--- src/rtl/ika87ad_opfetch_if.sv ---
// ============================================================================
// Module   : ika87ad_opfetch_if
// Brief    : Fetch/decode handshake bundle between the IKA87AD opcode fetch
//            unit, the bus interface unit and the decoder/microsequencer.
// Revision : 1.0 - initial release
// ============================================================================
`default_nettype none

interface ika87ad_opfetch_if;
    logic       i_NEXT;
    logic       o_BUS_RD;
    logic       i_BUS_ACK;
    logic [7:0] i_BUS_DATA;
    logic       o_PC_INC;
    logic       o_M1;
    logic       i_INT_PEND;
    logic       i_INT_INHIBIT;
    logic       o_INT_ACK;
    logic [7:0] o_OPCODE;
    logic [2:0] o_OPCODE_PAGE;
    logic       o_DISPATCH;

    // master: the opcode fetch unit itself
    modport master (
        input  i_NEXT, i_BUS_ACK, i_BUS_DATA, i_INT_PEND, i_INT_INHIBIT,
        output o_BUS_RD, o_PC_INC, o_M1, o_INT_ACK, o_OPCODE, o_OPCODE_PAGE, o_DISPATCH
    );

    // slave: the surrounding bus unit / decoder / sequencer
    modport slave (
        output i_NEXT, i_BUS_ACK, i_BUS_DATA, i_INT_PEND, i_INT_INHIBIT,
        input  o_BUS_RD, o_PC_INC, o_M1, o_INT_ACK, o_OPCODE, o_OPCODE_PAGE, o_DISPATCH
    );
endinterface

`default_nettype wire

--- src/rtl/ika87ad_opfetch.sv ---
// ============================================================================
// Module   : ika87ad_opfetch
// Brief    : Opcode fetch and prefix sequencer; folds prefix bytes into a
//            3-bit opcode page and injects HARDI at instruction boundaries
//            when built with IKA87AD_HARDI_INJECT_EN.
// Revision : 1.0 - initial release
// ============================================================================
`default_nettype none

module ika87ad_opfetch #(
    parameter logic [7:0] HARDI_OPCODE = 8'h73
) (
    input  wire logic           i_CLK,
    input  wire logic           i_RST,
    ika87ad_opfetch_if.master   fetch
);

    typedef enum logic [2:0] {
        ST_RESET = 3'd0,
        ST_OP1   = 3'd1,
        ST_OP2   = 3'd2,
        ST_DISP  = 3'd3,
        ST_WAIT  = 3'd4
    } state_t;

    state_t     state_q, state_d;
    logic [7:0] opcode_q, opcode_d;
    logic [2:0] page_q, page_d;
    logic [2:0] pfx_page_q, pfx_page_d;

    logic       w_bus_rd;
    logic       w_m1;
    logic       w_dispatch;
    logic       w_boundary;
    logic       w_inject;
    logic       w_pfx_hit;
    logic [2:0] w_pfx_page;

    always_comb begin
        w_pfx_hit  = 1'b1;
        w_pfx_page = 3'd0;
        case (fetch.i_BUS_DATA)
            8'h48:   w_pfx_page = 3'd1;
            8'h60:   w_pfx_page = 3'd2;
            8'h64:   w_pfx_page = 3'd3;
            8'h70:   w_pfx_page = 3'd4;
            8'h74:   w_pfx_page = 3'd5;
            default: w_pfx_hit  = 1'b0;
        endcase
    end

`ifdef IKA87AD_HARDI_INJECT_EN
    assign w_inject = fetch.i_INT_PEND & ~fetch.i_INT_INHIBIT;
`else
    logic w_unused_int;
    assign w_unused_int = fetch.i_INT_PEND ^ fetch.i_INT_INHIBIT;
    assign w_inject     = 1'b0;
`endif

    always_comb begin
        state_d    = state_q;
        opcode_d   = opcode_q;
        page_d     = page_q;
        pfx_page_d = pfx_page_q;
        w_bus_rd   = 1'b0;
        w_m1       = 1'b0;
        w_dispatch = 1'b0;
        w_boundary = 1'b0;

        case (state_q)
            ST_RESET: state_d = ST_OP1;
            ST_OP1: begin
                w_bus_rd = 1'b1;
                w_m1     = 1'b1;
                if (fetch.i_BUS_ACK) begin
                    if (w_pfx_hit) begin
                        pfx_page_d = w_pfx_page;
                        state_d    = ST_OP2;
                    end else begin
                        opcode_d = fetch.i_BUS_DATA;
                        page_d   = 3'd0;
                        state_d  = ST_DISP;
                    end
                end
            end
            ST_OP2: begin
                // Second byte is always the opcode, even if it looks like a prefix
                w_bus_rd = 1'b1;
                if (fetch.i_BUS_ACK) begin
                    opcode_d = fetch.i_BUS_DATA;
                    page_d   = pfx_page_q;
                    state_d  = ST_DISP;
                end
            end
            ST_DISP: begin
                w_dispatch = 1'b1;
                if (fetch.i_NEXT) w_boundary = 1'b1;
                else              state_d    = ST_WAIT;
            end
            ST_WAIT: begin
                if (fetch.i_NEXT) w_boundary = 1'b1;
            end
            default: state_d = ST_RESET;
        endcase

        if (w_boundary) begin
            if (w_inject) begin
                opcode_d = HARDI_OPCODE;
                page_d   = 3'd0;
                state_d  = ST_DISP;
            end else begin
                state_d  = ST_OP1;
            end
        end
    end

    always_ff @(posedge i_CLK) begin
        if (i_RST) begin
            state_q    <= ST_RESET;
            opcode_q   <= 8'h00;
            page_q     <= 3'd0;
            pfx_page_q <= 3'd0;
        end else begin
            state_q    <= state_d;
            opcode_q   <= opcode_d;
            page_q     <= page_d;
            pfx_page_q <= pfx_page_d;
        end
    end

`ifdef IKA87AD_HARDI_INJECT_EN
    logic int_ack_q, int_ack_d;

    always_comb begin
        int_ack_d = w_boundary & w_inject;
    end

    always_ff @(posedge i_CLK) begin
        if (i_RST) int_ack_q <= 1'b0;
        else       int_ack_q <= int_ack_d;
    end

    assign fetch.o_INT_ACK = int_ack_q & ~i_RST;
`else
    assign fetch.o_INT_ACK = 1'b0;
`endif

    // Reset masks all strobes so a byte acked during reset leaves no trace
    assign fetch.o_BUS_RD      = w_bus_rd & ~i_RST;
    assign fetch.o_M1          = w_m1 & ~i_RST;
    assign fetch.o_PC_INC      = w_bus_rd & fetch.i_BUS_ACK & ~i_RST;
    assign fetch.o_DISPATCH    = w_dispatch & ~i_RST;
    assign fetch.o_OPCODE      = opcode_q;
    assign fetch.o_OPCODE_PAGE = page_q;

endmodule

`default_nettype wire

--- src/flat_wrapper.sv ---
// flat-port wrapper written by rule: the top's interface ports become plain ports
module ika87ad_opfetch_flat 
#(
    parameter logic [7:0] HARDI_OPCODE = 8'h73
)
  (i_CLK, i_RST, fetch_i_NEXT, fetch_i_BUS_ACK, fetch_i_BUS_DATA, fetch_i_INT_PEND, fetch_i_INT_INHIBIT, fetch_o_BUS_RD, fetch_o_PC_INC, fetch_o_M1, fetch_o_INT_ACK, fetch_o_OPCODE, fetch_o_OPCODE_PAGE, fetch_o_DISPATCH);
  ika87ad_opfetch_if fetch_i ();
  input  wire logic i_CLK;
  input  wire logic i_RST;
  input wire logic [$bits(fetch_i.i_NEXT)-1:0] fetch_i_NEXT;
  input wire logic [$bits(fetch_i.i_BUS_ACK)-1:0] fetch_i_BUS_ACK;
  input wire logic [$bits(fetch_i.i_BUS_DATA)-1:0] fetch_i_BUS_DATA;
  input wire logic [$bits(fetch_i.i_INT_PEND)-1:0] fetch_i_INT_PEND;
  input wire logic [$bits(fetch_i.i_INT_INHIBIT)-1:0] fetch_i_INT_INHIBIT;
  output wire logic [$bits(fetch_i.o_BUS_RD)-1:0] fetch_o_BUS_RD;
  output wire logic [$bits(fetch_i.o_PC_INC)-1:0] fetch_o_PC_INC;
  output wire logic [$bits(fetch_i.o_M1)-1:0] fetch_o_M1;
  output wire logic [$bits(fetch_i.o_INT_ACK)-1:0] fetch_o_INT_ACK;
  output wire logic [$bits(fetch_i.o_OPCODE)-1:0] fetch_o_OPCODE;
  output wire logic [$bits(fetch_i.o_OPCODE_PAGE)-1:0] fetch_o_OPCODE_PAGE;
  output wire logic [$bits(fetch_i.o_DISPATCH)-1:0] fetch_o_DISPATCH;
  assign fetch_i.i_NEXT = fetch_i_NEXT;
  assign fetch_i.i_BUS_ACK = fetch_i_BUS_ACK;
  assign fetch_i.i_BUS_DATA = fetch_i_BUS_DATA;
  assign fetch_i.i_INT_PEND = fetch_i_INT_PEND;
  assign fetch_i.i_INT_INHIBIT = fetch_i_INT_INHIBIT;
  assign fetch_o_BUS_RD = fetch_i.o_BUS_RD;
  assign fetch_o_PC_INC = fetch_i.o_PC_INC;
  assign fetch_o_M1 = fetch_i.o_M1;
  assign fetch_o_INT_ACK = fetch_i.o_INT_ACK;
  assign fetch_o_OPCODE = fetch_i.o_OPCODE;
  assign fetch_o_OPCODE_PAGE = fetch_i.o_OPCODE_PAGE;
  assign fetch_o_DISPATCH = fetch_i.o_DISPATCH;
  ika87ad_opfetch #(.HARDI_OPCODE(HARDI_OPCODE)) u_core (.i_CLK(i_CLK), .i_RST(i_RST), .fetch(fetch_i));
endmodule
--- config.mk ---
export PLATFORM = sky130hd
export DESIGN_NAME = ika87ad_opfetch_flat
export DESIGN_NICKNAME = d
export VERILOG_FILES = /design/src/rtl/ika87ad_opfetch_if.sv /design/src/rtl/ika87ad_opfetch.sv /design/src/flat_wrapper.sv
export SDC_FILE = /design/constraint.sdc
export NUM_CORES = 1
export LEC_CHECK = 0
export CAP_MARGIN = 5
export CORE_ASPECT_RATIO = 1.1
export CORE_MARGIN = 3
export CORE_UTILIZATION = 40
export DETAILED_ROUTE_END_ITERATION = 6
export GPL_TIMING_DRIVEN = 0
export HOLD_SLACK_MARGIN = 0.12
export MAX_ROUTING_LAYER = met4
export PLACE_DENSITY_LB_ADDON = 0.12
export SLEW_MARGIN = 5
export SYNTH_ARGS = -nofsm -noshare
export SYNTH_HDL_FRONTEND = slang
export SYNTH_SLANG_ARGS = --single-unit
--- constraint.sdc ---
create_clock -name i_CLK -period 1.57 [get_ports i_CLK]
set_input_delay 0.471 -clock i_CLK [delete_from_list [all_inputs] [get_ports i_CLK]]
set_output_delay 0.471 -clock i_CLK [all_outputs]
set_load 0.01 [all_outputs]
==> results by stage <==
Run status:
- The run finished, with violations left.
- The checks that failed: negative setup slack.

Global routing:
- The first global-routing pass estimated 3460 µm of wire.
- Across every metal layer, demand over resource in global routing totals 16.2%.
- The number of antenna violations at the first check in global routing is 0.
- Summed over all layers, the global routing overflow is 0.
- Entering global routing, the biggest net connects 11 pins.
- The number of global-route vias before repair is 802.

Synth:
- The number of library cell types mapped by synthesis is 30.
- The cell type with the largest total area after synthesis is dfxtp_1.
- The number of synthesized register bits is 17.
- Sorting the synthesized cells by area gives the leading types as dfxtp_1 (39%), mux2i_1 (9.1%), nand2_1 (8.9%).
- A synthesized cell averages 9.01 µm².
- The sequential element share of the synthesized area is 38.5%.
- The number of nets handed over by synthesis was 112.
- The Yosys step of the flow raised 0 warnings.
- The post-synthesis instance total is 98.
- After synthesis the cells add up to 883 µm².
- The top cell type by area accounts for 38.5% of the synthesized area.

Die:
- The die width is 50.8 µm.
- In this run the count of I/O pins placed on the die edge is 30.
- The placeable core region is 0.00204 mm².
- The y dimension of the die is 55.3 µm.
- The number of rows in the core area is 17.
- Once the floorplan was initialized, standard cells occupied 43.3% of the core.
- The die covers 0.00281 mm².

Min path:
- The classification of the worst-slack hold path is in2reg.

Critical path:
- Traced cell by cell, the critical path runs through buf_8 -> xnor2_4 -> nor3_4 -> and2_4 -> buf_6.
- The arrival time of data at the critical path endpoint is 1.26 ns.
- By startpoint and endpoint, the worst setup path is classified as reg2out.
- The peak fanout along the critical path is 4.
- STA classifies the critical path endpoint as a primary output.
- The delay of the slowest cell on the worst path is 0.34 ns.
- STA puts the critical path data required time at 1.10 ns.
- The standard cell with the maximum stage delay on the critical path is dfxtp_2.
- Grouping stages by cell kind, the critical path spends the most delay in flip-flops.
- Together, buffers and inverters on the worst path number 2.
- STA classifies the critical path startpoint as a flip-flop.

Timing:
- Setup violations remaining at the end of the flow were counted as 4.
- The setup slack after layout is -0.157 ns.
- The worst-case clock skew is 0.00127 ns.
- The number of max-slew violations in the final report is 0.
- The post-layout minimum cycle time is 1.73 ns.
- The count of final hold-check violations is 0.
- Static timing analysis puts the maximum clock frequency at 579 MHz.
- The portion of the clock cycle consumed by the worst path in the final layout is 110%.
- Setup repair after global routing could not meet its margin everywhere.

Pwr:
- The total power after layout is 0.000928 W.
- The largest voltage drop on the vdd net is 0.577 mV.
- In this run the power density over the cells is 700 mW/mm².
- Summed over all cells, the static leakage comes to 0.618 nW.

Placed design:
- The weighted congestion reported at the end of routability-driven placement is 0.791.
- Once placement completed, the tool counted placed cells totaling 152.
- The minimum setup slack after placement is -1.04 ns.
- The HPWL after detailed placement is 1390 µm.
- Input and output buffers added on the ports amount to 26.

Routing:
- The via count is 832.
- The routed wire length is 2220 µm.
- The first routing iteration left 20 violations.
- The detailed-router iteration count before antenna repair is 4.
- The residual antenna-violating net count after detailed routing is 0.
- For this run, design rule violations remaining after detail routing come to 0.
- Dividing the detail-routed wire length by the instance count gives 13.5 µm.
- The average vias per placed instance is 5.04.

Flow run:
- The max capacitance violation total is 0.

CTS:
- The deepest clock path buffer count is 2.
- In this run the clock root is driven by a clkbuf_4.
- The number of levels in the clock H-tree is 1.
- The source-to-sink clock delay at the later pin of the worst-skew pair is 0.28 ns.
- The clock tree from TritonCTS is built.
- After clock tree synthesis, the clock-pin slew on the worst setup and hold paths is 0.09 ns.
- The clock buffer count from CTS is 3.
- The number of clock sinks is 17.

Cells and area:
- The library cell used most frequently in the layout, excluding fill and tap cells, is nand2_1.
- From synthesis to final layout, the design area changed by 50.0%.
- The share of final-layout standard cells stronger than drive strength 1 is 35.8%.
- In the layout the commonest cells are nand2_1 (21), dfxtp_1 (14), dlygate4sd2_1 (13).
- The count of nets after finishing is 152.
- 0 antenna diodes ended up in the layout.
- The final cell count without fillers is 165.
## worst paths after layout
kind,from,end,slack [ns],cells after the start
worst min register to register,u_core.fetch.o_OPCODE[7],u_core.fetch.o_OPCODE[7],0.46,2
worst max register to register,u_core.state_q[2],u_core.pfx_page_q[0],0.09,4
worst min-delay path,fetch_i_BUS_DATA[7],u_core.fetch.o_OPCODE[7],0.46,3
worst max-delay path,u_core.state_q[1],fetch_o_PC_INC,-0.16,5
## registers in the layout (all words and copies together), names as in the netlist
| signal | count |
|---|---|
| u_core.state_q | 3 |
| u_core.pfx_page_q | 3 |
| u_core.fetch.o_OPCODE_PAGE | 3 |
| u_core.fetch.o_OPCODE | 8 |
## power by group
part / switching, W / internal [W] / total [W]
Clock: 0.000127 / 0.0000984 / 0.000225
Sequential: 0.0000167 / 0.000449 / 0.000466
Combinational: 0.000111 / 0.000125 / 0.000237
Total: 0.000255 / 0.000673 / 0.000928
## worst register-to-register path: stages, from the launching register on
cell,delay [ns]
dfxtp_4,0.40
and4bb_4,0.41
o211ai_4,0.10
or3b_4,0.38
a21oi_2,0.14
## layer usage
layer,up-vias,share of wire (%),global-route usage (%)
li1,416,-,-
met3,2,3.2,3.50
met5,-,0,-
met1,398,43,17.8
met4,0,0.27,5.77
met2,16,54,28.2
## cell families after synthesis
logic type | after synthesis | share of synthesized area (%)
compound gates | 17 | 14.3
xor+xnor | 1 | 0.992
buf+inv | 10 | 6.51
flops | 17 | 38.5
mux | 8 | 9.07
other cells | 1 | 0.425
simple gates | 44 | 30.2
## area by class of cell
type	instances	area, µm²
multi-input cells	71	554
inverters	2	7.51
repair buffers	37	290
well taps	28	35.0
plain buffers	6	65.1
clock buffers	4	26.3
flip-flops and latches	17	347
fillers	189	717
## synth_stat cells
cell	n
or3b_1	1
clkbuf_1	4
nand4_1	1
buf_6	2
and2_1	1
a21oi_1	9
nor2_1	4
nand2_1	21
and2b_1	1
and4bb_2	1
o211ai_4	1
buf_4	1
a21oi_2	1
dfxtp_1	17
a32o_1	3
conb_1	1
nand4b_1	1
o211ai_1	1
mux2i_1	8
xnor2_1	1
inv_1	2
nor2b_1	3
o22a_1	1
buf_2	1
nor3b_1	1
and3_1	2
and4bb_4	1
nor3_1	4
o21ai_1	1
nor4b_4	2
## stage by stage
stage / utilization (%) / area, µm² / hold WS [ns] / setup TNS, ns
5_1_grt: 64.9 / 1330 / 0.450 / -0.759
6_report: 64.9 / 1330 / 0.462 / -0.436
3_5_place_dp: 58.1 / 1190 / 0.447 / -12.37
2_1_floorplan: - / 892 / 0.427 / -0.0357
4_1_cts: 62.9 / 1280 / 0.461 / -0.392
3_3_place_gp: 58.1 / 1190 / 0.444 / -11.94
## repair_timing
| item | in CTS | in global routing |
|---|---|---|
| setup endpoints to repair | 28 | 13 |
| pin swaps | 6 | 5 |
| buffers inserted | 7 | 3 |
| cloned | 0 | 1 |
| resized for setup | 69 | 16 |
| hold buffers | 0 | 0 |
Note: power is estimated with default switching activity, not from simulation.
